--- src/rtl/text_line_render.sv ---
// Scanline text renderer: fetches char/attr words and glyph rows, maps them through
// a fixed 16-colour palette and writes one line of RGB444 pixels behind the reader.
//
// state      | meaning
// IDLE       | waiting for an accepted line_go
// FETCH_CHAR | text word read strobe active
// FETCH_FONT | glyph row read strobe active
// LOAD       | glyph row captured; first pixel may be issued
// EMIT       | remaining pixels of the character, gated by the reader position
module text_line_render #(
  parameter int H_VISIBLE = 800,
  parameter int V_VISIBLE = 600,
  parameter int COLS      = 100,
  parameter int LAG       = 4
) (
  input  logic        clk,
  input  logic        nrst,
  input  logic        line_go,
  input  logic [9:0]  render_line,
  input  logic [10:0] rd_pos,
  output logic        tm_rd,
  output logic [12:0] tm_addr,
  input  logic [15:0] tm_data,
  output logic        font_rd,
  output logic [11:0] font_addr,
  input  logic [7:0]  font_data,
  output logic        pixbuf_wr,
  output logic [9:0]  pixbuf_wr_addr,
  output logic [15:0] pixbuf_wr_data,
  output logic        busy,
  output logic        done,
  output logic        overrun
);

  typedef enum logic [2:0] {IDLE, FETCH_CHAR, FETCH_FONT, LOAD, EMIT} state_t;

  localparam logic [9:0]  V_LIM    = 10'(V_VISIBLE);
  localparam logic [10:0] X_LIM    = 11'(H_VISIBLE);
  localparam logic [10:0] LAG_W    = 11'(LAG);
  localparam logic [6:0]  COL_LAST = 7'(COLS - 1);

  function automatic logic [12:0] row_base(input logic [5:0] r);
    logic [12:0] rw;
    rw = {7'd0, r};
    return (rw << 6) + (rw << 5) + (rw << 2);
  endfunction

  function automatic logic [11:0] palette(input logic [3:0] idx);
    logic [11:0] c;
    case (idx)
      4'h0: c = 12'h000;  4'h1: c = 12'h00A;  4'h2: c = 12'h0A0;  4'h3: c = 12'h0AA;
      4'h4: c = 12'hA00;  4'h5: c = 12'hA0A;  4'h6: c = 12'hA50;  4'h7: c = 12'hAAA;
      4'h8: c = 12'h555;  4'h9: c = 12'h55F;  4'hA: c = 12'h5F5;  4'hB: c = 12'h5FF;
      4'hC: c = 12'hF55;  4'hD: c = 12'hF5F;  4'hE: c = 12'hFF5;  default: c = 12'hFFF;
    endcase
    return c;
  endfunction

  state_t      state, state_nx;
  logic [6:0]  col, col_nx;
  logic [9:0]  x, x_nx;
  logic [3:0]  g, g_nx;
  logic [12:0] base, base_nx;
  logic [3:0]  fg, fg_nx, bg, bg_nx;
  logic [7:0]  shreg, shreg_nx;
  logic [2:0]  bit_cnt, bit_cnt_nx;
  logic        done_pend, done_pend_nx;

  logic        tm_rd_nx, font_rd_nx, wr_nx, busy_nx, done_nx, overrun_nx;
  logic [12:0] tm_addr_nx;
  logic [11:0] font_addr_nx;
  logic [9:0]  wr_addr_nx;
  logic [15:0] wr_data_nx;

  logic        go_ok, gate;
  logic [7:0]  src;
  logic [2:0]  cnt;
  logic [3:0]  pix_idx;

  always_ff @(posedge clk or negedge nrst) begin
    if (!nrst) state <= IDLE;
    else       state <= state_nx;
  end

  always_comb begin
    state_nx     = state;
    col_nx       = col;
    x_nx         = x;
    g_nx         = g;
    base_nx      = base;
    fg_nx        = fg;
    bg_nx        = bg;
    shreg_nx     = shreg;
    bit_cnt_nx   = bit_cnt;
    done_pend_nx = 1'b0;
    tm_rd_nx     = 1'b1;
    font_rd_nx   = 1'b1;
    wr_nx        = 1'b1;
    tm_addr_nx   = tm_addr;
    font_addr_nx = font_addr;
    wr_addr_nx   = pixbuf_wr_addr;
    wr_data_nx   = pixbuf_wr_data;
    busy_nx      = busy;
    done_nx      = done_pend;
    overrun_nx   = overrun;

    go_ok   = line_go && (render_line < V_LIM);
    gate    = (({1'b0, x} + LAG_W) <= rd_pos) && ({1'b0, x} < X_LIM);
    src     = (state == LOAD) ? font_data : shreg;
    cnt     = (state == LOAD) ? 3'd0 : bit_cnt;
    pix_idx = src[7] ? fg : bg;

    if (done_pend) busy_nx = 1'b0;

    case (state)
      IDLE: state_nx = IDLE;
      FETCH_CHAR: begin
        fg_nx        = tm_data[11:8];
        bg_nx        = tm_data[15:12];
        font_rd_nx   = 1'b0;
        font_addr_nx = {tm_data[7:0], g};
        state_nx     = FETCH_FONT;
      end
      FETCH_FONT: state_nx = LOAD;
      // The first pixel is issued straight from font_data so a character costs 10 cycles.
      LOAD, EMIT: begin
        if (gate) begin
          wr_nx      = 1'b0;
          wr_addr_nx = x;
          wr_data_nx = {4'h0, palette(pix_idx)};
          shreg_nx   = {src[6:0], 1'b0};
          bit_cnt_nx = cnt + 3'd1;
          x_nx       = x + 10'd1;
          state_nx   = EMIT;
          if (cnt == 3'd7) begin
            if (col == COL_LAST) begin
              state_nx     = IDLE;
              done_pend_nx = 1'b1;
            end else begin
              col_nx     = col + 7'd1;
              tm_rd_nx   = 1'b0;
              tm_addr_nx = base + {6'd0, col_nx};
              state_nx   = FETCH_CHAR;
            end
          end
        end else begin
          shreg_nx   = src;
          bit_cnt_nx = cnt;
          state_nx   = EMIT;
        end
      end
      default: state_nx = IDLE;
    endcase

    // A valid line_go always wins: abort whatever is in flight and restart at column 0.
    if (go_ok) begin
      overrun_nx   = overrun | busy;
      state_nx     = FETCH_CHAR;
      g_nx         = render_line[3:0];
      base_nx      = row_base(render_line[9:4]);
      tm_addr_nx   = row_base(render_line[9:4]);
      tm_rd_nx     = 1'b0;
      font_rd_nx   = 1'b1;
      wr_nx        = 1'b1;
      col_nx       = 7'd0;
      x_nx         = 10'd0;
      busy_nx      = 1'b1;
      done_pend_nx = 1'b0;
    end
  end

  always_ff @(posedge clk or negedge nrst) begin
    if (!nrst) begin
      col            <= '0;
      x              <= '0;
      g              <= '0;
      base           <= '0;
      fg             <= '0;
      bg             <= '0;
      shreg          <= '0;
      bit_cnt        <= '0;
      done_pend      <= 1'b0;
      tm_rd          <= 1'b1;
      tm_addr        <= '0;
      font_rd        <= 1'b1;
      font_addr      <= '0;
      pixbuf_wr      <= 1'b1;
      pixbuf_wr_addr <= '0;
      pixbuf_wr_data <= '0;
      busy           <= 1'b0;
      done           <= 1'b0;
      overrun        <= 1'b0;
    end else begin
      col            <= col_nx;
      x              <= x_nx;
      g              <= g_nx;
      base           <= base_nx;
      fg             <= fg_nx;
      bg             <= bg_nx;
      shreg          <= shreg_nx;
      bit_cnt        <= bit_cnt_nx;
      done_pend      <= done_pend_nx;
      tm_rd          <= tm_rd_nx;
      tm_addr        <= tm_addr_nx;
      font_rd        <= font_rd_nx;
      font_addr      <= font_addr_nx;
      pixbuf_wr      <= wr_nx;
      pixbuf_wr_addr <= wr_addr_nx;
      pixbuf_wr_data <= wr_data_nx;
      busy           <= busy_nx;
      done           <= done_nx;
      overrun        <= overrun_nx;
    end
  end

endmodule

--- config.mk ---
export PLATFORM = sky130hd
export DESIGN_NAME = text_line_render
export DESIGN_NICKNAME = d
export VERILOG_FILES = /design/src/rtl/text_line_render.sv
export SDC_FILE = /design/constraint.sdc
export NUM_CORES = 1
export LEC_CHECK = 0
export BUFFER_PORTS_ARGS = -buffer_cell sky130_fd_sc_hd__buf_4
export CAP_MARGIN = 20
export CORE_MARGIN = 2
export CORE_UTILIZATION = 58
export CTS_BUF_LIST = sky130_fd_sc_hd__clkbuf_4
export DETAILED_ROUTE_END_ITERATION = 6
export PLACE_DENSITY = 0.83
export SYNTH_ARGS = -nofsm -noshare
export SYNTH_HDL_FRONTEND = slang
export SYNTH_SLANG_ARGS = --single-unit
--- constraint.sdc ---
create_clock -name clk -period 3.4 [get_ports clk]
set_input_delay 0.17 -clock clk [delete_from_list [all_inputs] [get_ports clk]]
set_output_delay 0.17 -clock clk [all_outputs]
set_load 0.005 [all_outputs]
==> results of run 1 <==
==> power groups by stage <==
stage / combinational, mW / clock, mW / sequential [mW]
floorplan: 1.02 / 0 / 1.70
global placement: 1.48 / 0 / 1.73
detailed placement: 1.56 / 0 / 1.74
CTS: 1.59 / 0.658 / 1.72
global route: 1.80 / 0.714 / 1.77
finish: 1.64 / 0.663 / 1.73
==> state kept, by name, summed over array words and instances, names as in the netlist, 4 cells and up <==
| register | flops |
|---|---|
| g | 4 |
| tm_addr | 13 |
| col | 5 |
| font_addr | 12 |
| fg | 4 |
| base | 11 |
| bg | 4 |
| x | 10 |
| pixbuf_wr_data | 5 |
| shreg | 8 |
| pixbuf_wr_addr | 10 |
==> layer usage <==
metal | vias to the layer above | part of all wire
met5 | - | 0
met3 | 34 | 0.046
met4 | 0 | 0.030
met2 | 142 | 0.52
met1 | 2272 | 0.41
li1 | 2159 | -
==> through the flow <==
step	total power [mW]	TNS, ps
2_1_floorplan	2.722	0
3_3_place_gp	3.206	0
3_5_place_dp	3.305	-94.33
4_1_cts	3.968	0
5_1_grt	4.283	-174.5
6_report	4.036	0
==> how the worst max path moves through the flow <==
stage	end	cells after the start
final	tm_addr[0]	11
after floorplan	tm_addr[8]	13
after global placement	shreg[3]	11
after detailed placement	shreg[3]	11
after global routing	tm_addr[0]	11
after CTS	tm_addr[0]	12
==> area by class of cell <==
class,instances,area share
tap,129,0.02376
timing repair buffer,142,0.1680
clock inverter,7,0.01197
clock buffer,9,0.009947
multi-input combinational,389,0.4050
sequential,99,0.3653
inverter,29,0.01603
==> cell usage in the layout (no fill, tap or decap), drive strengths merged, types with 5 or more instances in the layout <==
cell type	count
and2	5
nand3	5
mux2i	13
a21o	7
o21ai	28
dlygate4sd3	24
inv	32
o31ai	5
or3	10
ha	33
a211oi	5
xor2	13
o311ai	8
xnor2	12
and3	8
nor3	6
nand2	98
a21oi	22
mux2	26
clkbuf	9
o211ai	13
nor2	18
buf	118
dfrtp	96
==> repair_timing <==
item / 4_1_cts / 5_1_grt
buffers inserted: 0 / 4
hold endpoints to repair: 77 / 0
gates cloned: 0 / 0
pin swaps: 1 / 3
resized for setup: 2 / 1
hold buffers: 24 / 0
setup endpoints to repair: 10 / 25
==> cells by family after synthesis <==
| family | share of synthesized area |
|---|---|
| adders and majority gates | 0.08890 |
| muxes | 0.07694 |
| other | 0.0006762 |
| and+or+nand+nor | 0.1408 |
| xor gates and xnor gates | 0.03949 |
| AOI/OAI and AO/OA | 0.1444 |
| DFF | 0.4474 |
| buffers and inverters | 0.06137 |
==> worst max-delay path, stage by stage, from the launching register on <==
cell and delay [ps]:
sky130_fd_sc_hd__dfrtp_1 420, sky130_fd_sc_hd__ha_1 240, sky130_fd_sc_hd__and3_1 230, sky130_fd_sc_hd__and3_1 220, sky130_fd_sc_hd__xor2_1 150, sky130_fd_sc_hd__ha_1 330
sky130_fd_sc_hd__and4_1 240, sky130_fd_sc_hd__a2111oi_4 440, sky130_fd_sc_hd__o211ai_4 200, sky130_fd_sc_hd__buf_4 240, sky130_fd_sc_hd__or3_1 340, sky130_fd_sc_hd__a21oi_1 190
==> impl_metrics.prom, run 1 <==
# TYPE chip_impl_metric gauge
chip_impl_info{name="run_status",value="finished, final reports clean"} 1
chip_impl_metric{name="area_growth_syn_to_layout",unit="%"} 22.50
chip_impl_metric{name="initial_drt_markers",unit=""} 206
chip_impl_metric{name="diodes",unit=""} 0
chip_impl_info{name="timing.rr.start",value="x[2]"} 1
chip_impl_info{name="path_class",value="flop to flop"} 1
chip_impl_metric{name="placement_rows",unit=""} 35
chip_impl_metric{name="groute.layer.met1.usage",unit=""} 0.3550
chip_impl_metric{name="skew",unit="ps"} 27.48
chip_impl_metric{name="cp.arrival",unit="ps"} 3720
chip_impl_metric{name="area_taken_by_multi_input_logic_gates",unit="um2"} 2751
chip_impl_metric{name="clock_power_share",unit=""} 0.164
chip_impl_metric{name="fin_area",unit="um2"} 6793
chip_impl_metric{name="report.final.setup_viol",unit=""} 0
chip_impl_info{name="synth_area_leaders",value="sky130_fd_sc_hd__dfrtp_1 (43%), sky130_fd_sc_hd__ha_1 (7.4%), sky130_fd_sc_hd__nand2_1 (6.6%)"} 1
chip_impl_metric{name="core_area",unit="um2"} 9240
chip_impl_metric{name="power.switching",unit="mW"} 1.532
chip_impl_info{name="grt_setup_unrepaired",value="true"} 1
chip_impl_metric{name="clk_latency",unit="ps"} 490
chip_impl_metric{name="synth-seq-cells",unit=""} 99
chip_impl_metric{name="netlist_instances",unit=""} 555
chip_impl_metric{name="finalWeightedCongestion",unit=""} 0.8702
chip_impl_metric{name="worst_slew_margin_rel",unit=""} 0.3523
chip_impl_metric{name="number_of_placed_instances_taps_included",unit=""} 759
chip_impl_metric{name="critical_path_data_required_time",unit="ps"} 3800
chip_impl_metric{name="avgViaCountPerCell",unit=""} 5.730
chip_impl_metric{name="share_comb_of_total_power",unit=""} 0.406
chip_impl_metric{name="power.share.sequential",unit=""} 0.430
chip_impl_info{name="worstHoldPathType",value="input pin to flop"} 1
chip_impl_metric{name="cts_max_level",unit=""} 3
chip_impl_metric{name="reg2regPathDepth",unit=""} 11
chip_impl_metric{name="die_h",unit="um"} 101.8
chip_impl_metric{name="gr_overflow_total",unit=""} 0
chip_impl_metric{name="synthesis.yosys.warnings",unit=""} 0
chip_impl_metric{name="die_area",unit="um2"} 10360
chip_impl_metric{name="dr.pass1.iters",unit=""} 4
chip_impl_metric{name="timing.final.crit_share",unit=""} 0.9748
chip_impl_metric{name="grt_antenna_before_repair",unit=""} 0
chip_impl_metric{name="postLayoutSetupSlackWorst",unit="ps"} 85.81
chip_impl_metric{name="timing_max_transition_violations_final",unit=""} 0
chip_impl_metric{name="max_freq",unit="GHz"} 0.3017
chip_impl_metric{name="slew_at_the_pin_closest_to_its_max_slew_limit",unit="ps"} 971.5
chip_impl_info{name="timing.rr.end",value="tm_addr[0]"} 1
chip_impl_metric{name="min_path_cells",unit=""} 3
chip_impl_metric{name="numCtsBuffers",unit=""} 9
chip_impl_metric{name="detailedPlace.worstSlack",unit="ps"} -66.19
chip_impl_metric{name="max_cap_viol_count",unit=""} 0
chip_impl_metric{name="ir_drop",unit="mV"} 0.3056
chip_impl_metric{name="finalNetCount",unit=""} 755
chip_impl_info{name="startpoint",value="x[2]"} 1
chip_impl_metric{name="number_of_enable_flip_flop_cells_after_synthesis",unit=""} 0
chip_impl_metric{name="antenna_violating_nets_post_route",unit=""} 0
chip_impl_metric{name="grt_start_max_net_pins",unit=""} 56
chip_impl_metric{name="final_hold_viol_count",unit=""} 0
chip_impl_info{name="holdPathEnd",value="shreg[0]"} 1
chip_impl_info{name="grt.busiest_layer",value="met2"} 1
chip_impl_metric{name="routed_wirelength",unit="um"} 13850
chip_impl_metric{name="initial_utilization",unit=""} 0.6001
chip_impl_info{name="hold_path_startpoint",value="font_data[0]"} 1
chip_impl_info{name="cts_root_buf",value="sky130_fd_sc_hd__clkbuf_4"} 1
chip_impl_metric{name="place.detailed.hpwl",unit="um"} 9659
chip_impl_metric{name="via_count",unit=""} 4607
chip_impl_info{name="cts_tree",value="yes"} 1
chip_impl_info{name="synthFlopType",value="sky130_fd_sc_hd__dfrtp_1"} 1
chip_impl_info{name="synthMostInstantiatedCell",value="sky130_fd_sc_hd__nand2_1"} 1
chip_impl_metric{name="netlist_cell_types",unit=""} 54
chip_impl_metric{name="sequential_element_share_of_the_synthesized_area",unit=""} 0.4474
chip_impl_metric{name="cts.clk_slew.worst_paths",unit="ps"} 180
chip_impl_metric{name="clockBufferDepth",unit=""} 2
chip_impl_metric{name="wire_per_inst",unit="um"} 17.22
chip_impl_metric{name="finalCoreUtilization",unit=""} 0.7351
chip_impl_metric{name="worst-path-max-fanout",unit=""} 12
chip_impl_metric{name="post-route-min-period",unit="ps"} 3314
chip_impl_metric{name="met2_usage_in_global_routing",unit=""} 0.4646
chip_impl_metric{name="syn_area_per_cell",unit="um2"} 9.992
chip_impl_metric{name="layout.area.seq",unit="um2"} 2481
chip_impl_metric{name="layout-drive-gt1-share",unit=""} 0.2548
chip_impl_info{name="cell_type_contributing_the_most_total_cell_area_after_synthesis",value="sky130_fd_sc_hd__dfrtp_1"} 1
chip_impl_info{name="endpoint_kind",value="flop"} 1
chip_impl_metric{name="netSwitchingFraction",unit=""} 0.3795
chip_impl_info{name="ys_top_cells_by_count",value="sky130_fd_sc_hd__nand2_1 (97), sky130_fd_sc_hd__dfrtp_1 (96), sky130_fd_sc_hd__ha_1 (33), sky130_fd_sc_hd__inv_1 (29), sky130_fd_sc_hd__o21ai_0 (27)"} 1
chip_impl_metric{name="portBuffers",unit=""} 100
chip_impl_metric{name="tritoncts_num_sinks",unit=""} 99
chip_impl_metric{name="grt_use_met3",unit=""} 0.05038
chip_impl_metric{name="post_dp_cell_area",unit="um2"} 6350
chip_impl_metric{name="fill_count",unit=""} 659
chip_impl_metric{name="internal-power",unit="mW"} 2.504
chip_impl_metric{name="reg2reg_slack",unit="ps"} 90
chip_impl_metric{name="grtUsageTotal",unit=""} 0.2763
chip_impl_metric{name="netlist.area_leader.share",unit=""} 0.4332
chip_impl_metric{name="power-per-cell-area",unit="nW/um2"} 594.1
chip_impl_metric{name="io_pins",unit=""} 105
chip_impl_metric{name="p_leak",unit="nW"} 3.424
chip_impl_metric{name="fin_cells",unit=""} 804
chip_impl_metric{name="die_w",unit="um"} 101.8
chip_impl_metric{name="grt_first_pass_wirelength",unit="um"} 22490
chip_impl_metric{name="route.detailed.drc",unit=""} 0
chip_impl_metric{name="worst_hold_slack_after_final_layout",unit="ps"} 52.18
chip_impl_info{name="start_kind",value="flop"} 1
chip_impl_metric{name="synth-async-reset-ratio",unit=""} 1.000
chip_impl_metric{name="grt_pass1_vias",unit=""} 4686
chip_impl_metric{name="post_synth_instance_area",unit="um2"} 5545
Note: power is estimated with default switching activity, not from simulation.
==> run 2, diff against run 1 <==
ABC_AREA = 1   (was not set)
CAP_MARGIN = 15   (was 20)
==> impl_metrics.prom, run 2 <==
# TYPE chip_impl_metric gauge
chip_impl_metric{name="cts.clk_slew.worst_paths",unit="ps"} 170
chip_impl_metric{name="die_h",unit="um"} 104.3
chip_impl_metric{name="post_cts_buffers",unit=""} 0
chip_impl_metric{name="grtUsageTotal",unit=""} 0.2553
chip_impl_metric{name="initial_utilization",unit=""} 0.5965
chip_impl_info{name="registers.top_by_ff_count",value="tm_addr"} 1
chip_impl_metric{name="fin_area",unit="um2"} 6969
chip_impl_metric{name="skew",unit="ps"} 29.76
chip_impl_info{name="ys_top_cells_by_count",value="sky130_fd_sc_hd__nand2_1 (235), sky130_fd_sc_hd__dfrtp_1 (96), sky130_fd_sc_hd__nand3_1 (96), sky130_fd_sc_hd__inv_1 (95), sky130_fd_sc_hd__o21ai_0 (56)"} 1
chip_impl_metric{name="power.share.sequential",unit=""} 0.435
chip_impl_metric{name="area_growth_syn_to_layout",unit="%"} 19.53
chip_impl_metric{name="grt_antenna_before_repair",unit=""} 0
chip_impl_info{name="timing.critical_path.cells",value="ha_1 > nand2_1 > nor2_1 > nand3_1 > xor2_1 > ha_1 > nand2_1 > inv_1 > nand2_2 > nor2_2 > nand4_1 > nand2_4 > nand3_2 > buf_12 > nand3_1 > o21ai_0"} 1
chip_impl_metric{name="portBuffers",unit=""} 100
chip_impl_info{name="startpoint",value="x[2]"} 1
chip_impl_metric{name="route.detailed.drc",unit=""} 0
chip_impl_metric{name="grt_first_pass_wirelength",unit="um"} 22620
chip_impl_info{name="crit_slowest_cell",value="sky130_fd_sc_hd__dfrtp_1"} 1
chip_impl_info{name="run_status",value="finished, final reports clean"} 1
chip_impl_metric{name="clockBufferDepth",unit=""} 2
chip_impl_metric{name="critical_path_data_required_time",unit="ps"} 3750
chip_impl_metric{name="setup_tns",unit="ps"} 0
chip_impl_info{name="timing.critical_path.max_delay_family",value="simple AND/OR/NAND/NOR gates"} 1
chip_impl_metric{name="dr.pass1.iters",unit=""} 4
chip_impl_metric{name="io_pins",unit=""} 105
chip_impl_metric{name="critPathMaxStageDelay",unit="ps"} 480
chip_impl_info{name="cts_tree",value="yes"} 1
chip_impl_metric{name="max_cap_viol_count",unit=""} 0
chip_impl_metric{name="synth-seq-cells",unit=""} 99
chip_impl_info{name="synthFlopType",value="sky130_fd_sc_hd__dfrtp_1"} 1
chip_impl_metric{name="post_synth_instance_area",unit="um2"} 5831
chip_impl_metric{name="synth-async-reset-ratio",unit=""} 1.000
chip_impl_info{name="top_regs",value="tm_addr (13), font_addr (12), base (11)"} 1
chip_impl_metric{name="netlist.area_leader.share",unit=""} 0.4120
chip_impl_metric{name="placement_rows",unit=""} 36
chip_impl_metric{name="max_freq",unit="GHz"} 0.3228
chip_impl_metric{name="via_count",unit=""} 5126
chip_impl_info{name="final_common_cell",value="sky130_fd_sc_hd__nand2_1"} 1
chip_impl_metric{name="area_taken_by_multi_input_logic_gates",unit="um2"} 2770
chip_impl_metric{name="power-per-cell-area",unit="nW/um2"} 561.3
chip_impl_metric{name="grt_pass1_vias",unit=""} 4936
chip_impl_metric{name="numCtsBuffers",unit=""} 9
chip_impl_metric{name="core_area",unit="um2"} 9774
chip_impl_metric{name="finalWeightedCongestion",unit=""} 0.8992
chip_impl_metric{name="number_of_placed_instances_taps_included",unit=""} 949
chip_impl_metric{name="worst-path-max-fanout",unit=""} 27
chip_impl_metric{name="postLayoutSetupSlackWorst",unit="ps"} 302.0
chip_impl_info{name="timing.rr.start",value="x[2]"} 1
chip_impl_metric{name="timing_max_transition_violations_final",unit=""} 0
chip_impl_metric{name="sequential_element_share_of_the_synthesized_area",unit=""} 0.4255
chip_impl_info{name="grt_setup_unrepaired",value="false"} 1
chip_impl_metric{name="layout.area.seq",unit="um2"} 2481
chip_impl_metric{name="synthesis.yosys.warnings",unit=""} 0
chip_impl_metric{name="clk_latency",unit="ps"} 480
chip_impl_metric{name="antenna_violating_nets_post_route",unit=""} 0
chip_impl_metric{name="cp.arrival",unit="ps"} 3450
chip_impl_metric{name="p_leak",unit="nW"} 3.941
chip_impl_metric{name="grt_start_max_net_pins",unit=""} 69
chip_impl_metric{name="share_comb_of_total_power",unit=""} 0.401
chip_impl_info{name="path_class",value="flop to flop"} 1
chip_impl_metric{name="total_power",unit="mW"} 3.912
chip_impl_metric{name="report.final.setup_viol",unit=""} 0
chip_impl_metric{name="post-route-min-period",unit="ps"} 3098
chip_impl_metric{name="power.switching",unit="mW"} 1.513
chip_impl_metric{name="place.detailed.hpwl",unit="um"} 9606
chip_impl_metric{name="timing.final.crit_share",unit=""} 0.9112
chip_impl_metric{name="netlist_instances",unit=""} 747
chip_impl_info{name="cell_type_contributing_the_most_total_cell_area_after_synthesis",value="sky130_fd_sc_hd__dfrtp_1"} 1
chip_impl_info{name="start_kind",value="flop"} 1
chip_impl_metric{name="die_w",unit="um"} 104.3
chip_impl_metric{name="fin_cells",unit=""} 989
chip_impl_metric{name="routed_wirelength",unit="um"} 13480
chip_impl_info{name="worstHoldPathType",value="input pin to flop"} 1
chip_impl_metric{name="worst_hold_slack_after_final_layout",unit="ps"} 113.9
chip_impl_metric{name="wire_per_inst",unit="um"} 13.63
chip_impl_metric{name="reg2reg_slack",unit="ps"} 300
chip_impl_metric{name="slew_at_the_pin_closest_to_its_max_slew_limit",unit="ps"} 860.2
chip_impl_metric{name="post_dp_cell_area",unit="um2"} 6574
chip_impl_metric{name="internal-power",unit="mW"} 2.399
chip_impl_metric{name="fill_count",unit=""} 795
chip_impl_metric{name="ir_drop",unit="mV"} 0.4521
chip_impl_info{name="synth_area_leaders",value="sky130_fd_sc_hd__dfrtp_1 (41%), sky130_fd_sc_hd__nand2_1 (15%), sky130_fd_sc_hd__nand3_1 (8.2%)"} 1
chip_impl_metric{name="final_hold_viol_count",unit=""} 0
chip_impl_metric{name="layout-drive-gt1-share",unit=""} 0.1682
chip_impl_metric{name="netSwitchingFraction",unit=""} 0.3869
chip_impl_metric{name="avgViaCountPerCell",unit=""} 5.183
chip_impl_metric{name="number_of_enable_flip_flop_cells_after_synthesis",unit=""} 0
chip_impl_metric{name="syn_area_per_cell",unit="um2"} 7.805
chip_impl_metric{name="cts_max_level",unit=""} 3
chip_impl_info{name="cts_root_buf",value="sky130_fd_sc_hd__clkbuf_4"} 1
chip_impl_metric{name="diodes",unit=""} 0
chip_impl_metric{name="finalNetCount",unit=""} 936
chip_impl_metric{name="cp_num_buf_inv",unit=""} 2
chip_impl_metric{name="worst_slew_margin_rel",unit=""} 0.4265
chip_impl_info{name="endpoint_kind",value="flop"} 1
chip_impl_metric{name="tritoncts_num_sinks",unit=""} 99
chip_impl_metric{name="max_ffs_per_register",unit=""} 13
chip_impl_metric{name="clock_power_share",unit=""} 0.164
chip_impl_metric{name="detailedPlace.worstSlack",unit="ps"} 204.2
chip_impl_metric{name="finalCoreUtilization",unit=""} 0.7130
chip_impl_metric{name="netlist_cell_types",unit=""} 40
chip_impl_info{name="layout_common_cells",value="sky130_fd_sc_hd__nand2_1 (234), sky130_fd_sc_hd__buf_4 (104), sky130_fd_sc_hd__dfrtp_1 (96)"} 1
chip_impl_info{name="synthMostInstantiatedCell",value="sky130_fd_sc_hd__nand2_1"} 1
chip_impl_info{name="hold_path_startpoint",value="font_data[1]"} 1
chip_impl_metric{name="initial_drt_markers",unit=""} 236
chip_impl_metric{name="gr_overflow_total",unit=""} 0
chip_impl_metric{name="die_area",unit="um2"} 10870
## run 2: cell count changes in the layout (fill, tap and decap cells not counted), sizes merged, moves of 7 or more
cell	change
o311ai	-8
xnor2	-8
and3	-8
o211ai	-13
mux2	-25
nand2	+141
mux2i	-12
or3	-10
a21o	-7
inv	+66
a21oi	-14
buf	-13
nand3	+93
o21ai	+30
## run 2: worst paths after layout
| path | depth (start not counted) | endpoint |
|---|---|---|
| min | 5 | shreg[1] |
| max in group asynchronous | 3 | base[5] |
| max | 16 | x[7] |
| min reg2reg | 0 | done |
| min in group asynchronous | 2 | shreg[6] |
| max reg2reg | 16 | x[7] |
## run 2: area by class of cell
type                    count  share of cell area
multi-input cells         514              0.3975
flip-flops and latches     99              0.3560
repair buffers            129              0.1494
inverters                  98             0.05278
well taps                 133             0.02388
clock buffers              10             0.01077
clock inverters             6            0.009695
## run 2: routing by layer
metal	track usage	share of wire	routed length (um)
met4	0.08398	0.015	199
met2	0.4435	0.52	7015
met3	0.04825	0.035	476
met5	0	0	0
met1	0.3206	0.43	5792
## run 2: cell families after synthesis
logic type | share of synthesized area
buf+inv | 0.1051
simple gates | 0.2854
other cells | 0.0006432
mux | 0.003648
xor+xnor | 0.03154
fa+ha+maj | 0.08455
compound gates | 0.06352
flops | 0.4255
## run 2: worst min-delay path, cell delays in order
cell and delay, ps:
sky130_fd_sc_hd__buf_4 70, sky130_fd_sc_hd__o21ai_0 100, sky130_fd_sc_hd__nand2_1 80, sky130_fd_sc_hd__nand3_1 50
sky130_fd_sc_hd__o21ai_0 70
## run 2: power by group through the flow
stage	combinational, mW	clock (mW)	sequential (mW)
after floorplan	1.01	0	1.69
after global placement	1.47	0	1.70
after detailed placement	1.54	0	1.72
after CTS	1.57	0.654	1.70
after global routing	1.78	0.714	1.73
final	1.57	0.642	1.70
## run 2: what timing repair did
| item | in CTS | in global routing |
|---|---|---|
| setup endpoints to repair | 0 | 9 |
| hold buffers | 23 | 1 |
| resized for setup | 0 | 3 |
| endpoints found under the hold margin | 85 | 1 |
